$ cat config.mk
export PLATFORM = sky130hd
export DESIGN_NAME = ctx_switch
export DESIGN_NICKNAME = d
export VERILOG_FILES = /design/src/rtl/gpu_pkg.sv /design/src/rtl/sat_counter.sv /design/src/rtl/ctx_switch.sv
export SDC_FILE = /design/constraint.sdc
export NUM_CORES = 1
export LEC_CHECK = 0
export ABC_AREA = 1
export CAP_MARGIN = 20
export CORE_AREA = 2 2 410 412
export DETAILED_ROUTE_END_ITERATION = 16
export DIE_AREA = 0 0 412 414
export PLACE_DENSITY = 0.31
export SLEW_MARGIN = 10
export SYNTH_ARGS = -nofsm -noshare
export SYNTH_HDL_FRONTEND = slang
export SYNTH_SLANG_ARGS = --single-unit
$ cat constraint.sdc
create_clock -name clk -period 1.5 [get_ports clk]
set_input_delay 0.225 -clock clk [delete_from_list [all_inputs] [get_ports clk]]
set_output_delay 0.225 -clock clk [all_outputs]
set_load 0.1 [all_outputs]
$ cat src/rtl/gpu_pkg.sv
// Shared definitions for the context-switch block: FSM states, context
// geometry and the reg0-at-MSB packing rule.
package gpu_pkg;

  typedef enum logic [2:0] {
    ST_IDLE  = 3'd0,
    ST_LOAD  = 3'd1,
    ST_RUN   = 3'd2,
    ST_DRAIN = 3'd3,
    ST_OUT   = 3'd4
  } state_t;

  localparam int CTX_W = 256;
  localparam int REG_W = 32;
  localparam int NREGS = 8;

  // Register idx occupies [reg_lsb(idx) +: REG_W]; reg0 sits in the top word.
  function automatic int reg_lsb(input int idx);
    return CTX_W - REG_W * (idx + 1);
  endfunction

endpackage

$ cat src/rtl/sat_counter.sv
// Saturating up-counter with synchronous clear; clear wins over increment.
module sat_counter #(
  parameter int CNT_W = 16
) (
  input  logic             clk,
  input  logic             rst_n,
  input  logic             clr,
  input  logic             inc,
  output logic [CNT_W-1:0] count
);

  logic [CNT_W-1:0] count_d, count_q;

  always_comb begin
    count_d = count_q;
    if (clr) begin
      count_d = '0;
    end else if (inc && (count_q != {CNT_W{1'b1}})) begin
      count_d = count_q + CNT_W'(1);
    end
  end

  always_ff @(posedge clk) begin
    if (!rst_n) begin
      count_q <= '0;
    end else begin
      count_q <= count_d;
    end
  end

  assign count = count_q;

endmodule

$ cat src/rtl/ctx_switch.sv
// Thread context switcher: loads a register context, runs the core, snapshots
// the register file after a settle window and hands the result downstream.
module ctx_switch #(
  parameter int CTX_W  = gpu_pkg::CTX_W,
  parameter int SETTLE = 2,
  parameter int CNT_W  = 16
) (
  input  logic                  clk,
  input  logic                  rst_n,
  input  logic                  work_valid,
  output logic                  work_ready,
  input  logic [CTX_W-1:0]      work_data,
  output logic                  writing_regs,
  output logic [CTX_W-1:0]      change_me,
  output logic                  core_start,
  input  logic                  core_done,
  output logic                  give_me,
  input  logic [CTX_W-1:0]      the_regs,
  output logic                  result_valid,
  input  logic                  result_ready,
  output logic [CTX_W-1:0]      result_data,
  output logic [CNT_W-1:0]      result_cycles,
  output logic                  busy,
  output gpu_pkg::state_t       dbg_state
);
  import gpu_pkg::*;

  // Handshakes: a transfer happens on a rising edge where valid and ready are
  // both high; ready is registered and never depends on valid in the same cycle.

  localparam int SW = (SETTLE > 1) ? $clog2(SETTLE) : 1;

  state_t           state_d, state_q;
  logic             rdy_en_d, rdy_en_q;
  logic             work_ready_d, work_ready_q;
  logic             writing_regs_d, writing_regs_q;
  logic             core_start_d, core_start_q;
  logic             give_me_d, give_me_q;
  logic             result_valid_d, result_valid_q;
  logic             busy_d, busy_q;
  logic [SW-1:0]    drain_d, drain_q;
  logic [CTX_W-1:0] change_me_d, change_me_q;
  logic [CTX_W-1:0] result_data_d, result_data_q;
  logic             cnt_clr, cnt_inc;

  always_comb begin
    state_d        = state_q;
    rdy_en_d       = 1'b1;
    writing_regs_d = 1'b0;
    core_start_d   = 1'b0;
    give_me_d      = 1'b0;
    result_valid_d = 1'b0;
    drain_d        = drain_q;
    change_me_d    = change_me_q;
    result_data_d  = result_data_q;
    cnt_clr        = 1'b0;
    cnt_inc        = 1'b0;
    case (state_q)
      ST_IDLE: begin
        if (work_ready_q && work_valid) begin
          state_d        = ST_LOAD;
          change_me_d    = work_data;
          writing_regs_d = 1'b1;
          cnt_clr        = 1'b1;
        end
      end
      ST_LOAD: begin
        state_d      = ST_RUN;
        core_start_d = 1'b1;
      end
      ST_RUN: begin
        cnt_inc = 1'b1;
        if (core_done) begin
          state_d   = ST_DRAIN;
          give_me_d = 1'b1;
          drain_d   = '0;
        end
      end
      ST_DRAIN: begin
        // the_regs lags the register file, so sample only on the final cycle.
        if (drain_q == SW'(SETTLE - 1)) begin
          state_d        = ST_OUT;
          result_data_d  = the_regs;
          result_valid_d = 1'b1;
        end else begin
          give_me_d = 1'b1;
          drain_d   = drain_q + SW'(1);
        end
      end
      ST_OUT: begin
        result_valid_d = 1'b1;
        if (result_ready) begin
          state_d        = ST_IDLE;
          result_valid_d = 1'b0;
        end
      end
      default: state_d = ST_IDLE;
    endcase
    work_ready_d = rdy_en_q && (state_d == ST_IDLE);
    busy_d       = (state_d != ST_IDLE);
  end

  always_ff @(posedge clk) begin
    if (!rst_n) begin
      state_q        <= ST_IDLE;
      rdy_en_q       <= 1'b0;
      work_ready_q   <= 1'b0;
      writing_regs_q <= 1'b0;
      core_start_q   <= 1'b0;
      give_me_q      <= 1'b0;
      result_valid_q <= 1'b0;
      busy_q         <= 1'b0;
      drain_q        <= '0;
      change_me_q    <= '0;
      result_data_q  <= '0;
    end else begin
      state_q        <= state_d;
      rdy_en_q       <= rdy_en_d;
      work_ready_q   <= work_ready_d;
      writing_regs_q <= writing_regs_d;
      core_start_q   <= core_start_d;
      give_me_q      <= give_me_d;
      result_valid_q <= result_valid_d;
      busy_q         <= busy_d;
      drain_q        <= drain_d;
      change_me_q    <= change_me_d;
      result_data_q  <= result_data_d;
    end
  end

  sat_counter #(
    .CNT_W (CNT_W)
  ) u_run_cnt (
    .clk   (clk),
    .rst_n (rst_n),
    .clr   (cnt_clr),
    .inc   (cnt_inc),
    .count (result_cycles)
  );

  assign work_ready   = work_ready_q;
  assign writing_regs = writing_regs_q;
  assign change_me    = change_me_q;
  assign core_start   = core_start_q;
  assign give_me      = give_me_q;
  assign result_valid = result_valid_q;
  assign result_data  = result_data_q;
  assign busy         = busy_q;
  assign dbg_state    = state_q;

endmodule

==> flow_summary_export.csv, run 1 <==
group,metric,value,unit
run_status,status,"finished with violations",
run_status,violations,"negative setup slack",
yosys,synth_common_cells,"dfxtp_1 (539), nand2_1 (313), a21oi_1 (273)",
worst_setup_path,worstReg2RegEnd,"change_me[244]",
detailed_routing,totalWireLength,124000,um
floorplanning,fp.coreArea,166000,um2
timing,period_needed,1640,ps
yosys,synth-seq-cells,539,
pwr,post-layout-total-power,40100,uW
worst_setup_path,required,2070,ps
worst_setup_path,rr_worst_depth,6,
place,gp_congestion,0.791,
detailed_routing,wire_per_inst,23.0,um
yosys,synth_largest_area_cell,"dfxtp_1",
worst_hold_path,holdPathEnd,"result_data[113]",
timing,max_freq,608,MHz
pwr,swShare,28.7,%
worst_setup_path,cp-end-kind,"flop",
finish,syn2layout_area_growth,135,%
detailed_routing,drtPass1Iterations,5,
floorplanning,die_area,171000,um2
yosys,synthAdderAreaFrac,0.0684,%
clocking,path_clk_slew,60,ps
clocking,cts_hold_buf,0,
timing,hold_violations,0,
timing,max_slew_margin,74.5,%
pwr,p_int,28600,uW
global_routing,grt_pass1_vias,19400,
detailed_routing,ant_nets,0,
yosys,yosysSeqAreaShare,59.0,%
global_routing,antenna_found_initial,33,
finish,fin_util,25.8,%
global_routing,grt-ovfl-total,0,
timing,tightest_slew,382,ps
yosys,muxShareOfSynthArea,0,%
timing,fin_skew,24.3,ps
place,dpl-instance-area,37800,um2
clocking,cts_sinks,539,
clocking,clock_latency,680,ps
worst_setup_path,critPathMaxFanout,18,
place,port_buffers,1053,
finish,drive_gt1_share,34.7,%
pwr,peakVddDrop,0.889,mV
detailed_routing,drc,0,
worst_hold_path,hold_depth,3,
global_routing,track_usage,13.7,%
detailed_routing,dr.first_iter.drc_count,833,
pwr,power.switching,11500,uW
detailed_routing,routed_via_density,3.56,
detailed_routing,vias,19200,
yosys,synth.avg_cell_area,9.65,um2
flow_run,maxCapViolations,0,
yosys,synth-compound-area-share,19.8,%
worst_setup_path,reg2reg_from,"dbg_state[1]",
yosys,synth_top_family_by_area,"compound AO/OA/AOI/OAI gates",
pwr,clock_power_share,47.8,%
timing,finalSetupViolCount,345,
timing,timing.final.crit_share,110,%
yosys,synth.area.top_cells,"dfxtp_1 (59%), a22o_1 (12%), a21oi_1 (7.5%), nand3_1 (7.3%), nand2_1 (6.4%)",
timing,layout_setup_ws,-144,ps
worst_setup_path,setup.worst_path.start_class,"flop",
floorplanning,die_w,412,um
timing,rsz0062_at_grt,"yes",
pwr,power_frac_comb,15.1,%
yosys,synth_xor_area_share,0.287,%
clocking,cts_tree,"done",
yosys,synth_edf_count,0,
floorplanning,std_cell_rows,150,
global_routing,grt_pass1_wl,163000,um
yosys,ys.flop_type,"dfxtp_1",
yosys,synth-simple-area-share,15.0,%
floorplanning,die_h,414,um
worst_hold_path,min-delay-start,"the_regs[113]",
pwr,pwr-share-seq,37.1,%
pwr,p_leak,0.0156,uW
worst_setup_path,critPathMaxStageDelay,370,ps
yosys,synth_nets,2413,
worst_setup_path,cpMaxStageDelayCell,"dfxtp_4",
floorplanning,start_util,11.0,%
pwr,powerDensity,934,nW/um2
yosys,netlist_instances,1895,
yosys,synthArstFlopShare,0,%
finish,design_area,42900,um2
global_routing,grt_max_degree,46,
worst_setup_path,reg2reg_setup_slack,-140,ps
floorplanning,ioPinCount,1054,
place,pre_cts_slack,-454,ps
yosys,synth_warnings,0,
worst_hold_path,hold_class,"input pin to flop",
worst_setup_path,crit_chain,"nor2_4, nand4_1, nand2_4, inv_12, bufbuf_16, a22o_1",
clocking,cts-htree-levels,3,
yosys,synth_cell_type_count,28,
yosys,synth.top_cell.area_share,59.0,%
clocking,clk_path_buf_depth,3,
clocking,cts.root.buffer_cell,"clkbuf_16",
timing,setup-tns-final,-20390,ps
yosys,syn_area,18300,um2
finish,fin_nets,3628,
timing,slew_viol_final,0,
worst_setup_path,crit_type,"flop to flop",
worst_setup_path,worstPathArrival,2210,ps
clocking,cts-buffers-inserted,78,
place,hpwl,93100,um
yosys,synth_most_common_cell,"dfxtp_1",
## logic make-up after synthesis
family                     after synthesis
and+or+nand+nor                        624
DFF                                    539
AOI/OAI and AO/OA                      533
buffers and inverters                  192
xor gates and xnor gates                 6
adders and majority gates                1
## how the worst max path moves through the flow
stage / startpoint / to / slack [ps] / depth (start not counted)
6_report: dbg_state[1] / change_me[244] / -140 / 6
5_1_grt: dbg_state[0] / u_run_cnt.count[14] / -200 / 8
4_1_cts: dbg_state[0] / dbg_state[0] / -150 / 2
3_5_place_dp: work_valid / change_me[7] / -450 / 7
3_3_place_gp: work_valid / change_me[9] / -500 / 7
2_1_floorplan: dbg_state[2] / change_me[174] / 2 / 8
## critical path: cells and delay by family (launching register included)
| kind | cells | cell delay (ps) |
|---|---|---|
| buf+inv | 2 | 420 |
| simple gates | 3 | 480 |
| compound gates | 1 | 190 |
| flops | 1 | 370 |
## flip-flops by register name (all words and copies together), names as in the netlist, 3 cells and up
register	count
u_run_cnt.count	16
result_data	256
change_me	256
dbg_state	3
## timing repair
action,in CTS,in global routing
cloned,17,25
resized for setup,207,121
endpoints found under the setup margin,991,1049
pin swaps,13,21
buffers inserted,37,11
## cells in the final DEF, fill, tap and decap left out, types with 7 or more instances in the layout
cell,count
nand3_1,246
a21oi_1,247
a21oi_2,26
clkbuf_16,100
buf_6,33
buf_12,581
buf_16,24
diode_2,10
dfxtp_4,67
clkbuf_1,21
nand4_1,7
buf_8,7
nand2_4,12
clkinv_2,8
clkbuf_8,19
nand3_2,20
dfxtp_2,26
inv_1,11
nor2_1,23
buf_4,121
a22o_1,256
clkdlybuf4s50_1,516
dfxtp_1,446
nand2_1,287
nand2_2,14
## metrics by stage
step	hold WS [ps]	cells
global placement	409	5151
finish	121	5385
CTS	11.6	5341
floorplan	253	1895
global route	64.0	5381
detailed placement	411	5151
## final cells by class
cell class                      count  area, um2
Fill cell                       17500     123000
Multi-Input combinational cell   1164       6860
Clock buffer                      119       2320
Timing Repair inverter              4       73.8
Tap cell                         2204       2760
Inverter                           19        123
Timing Repair Buffer             1304      19400
Antenna cell                       10       25.0
Clock inverter                     22        313
Sequential cell                   539      11100
## power by group through the flow
stage / clock, uW / combinational, uW / sequential, uW
6_report: 19200 / 6070 / 14900
5_1_grt: 20500 / 6280 / 14900
4_1_cts: 20000 / 6030 / 14900
3_5_place_dp: 0 / 5810 / 15200
3_3_place_gp: 0 / 5820 / 15200
2_1_floorplan: 0 / 656 / 17100
## layer usage
layer | global-route usage, % | share of wire, % | vias up
li1 | - | - | 9181
met1 | 14.6 | 37 | 9063
met2 | 24.0 | 50 | 702
met3 | 5.78 | 9.3 | 193
met4 | 4.71 | 3.5 | 32
met5 | 0 | 0.16 | -
No activity file was read; power rests on OpenSTA's default activity.
==> run 2: changes to the inputs <==
CAP_MARGIN = default   (was 20)
==> results of run 2 <==
Final layout, timing and power as in run 1 (identical DEF).
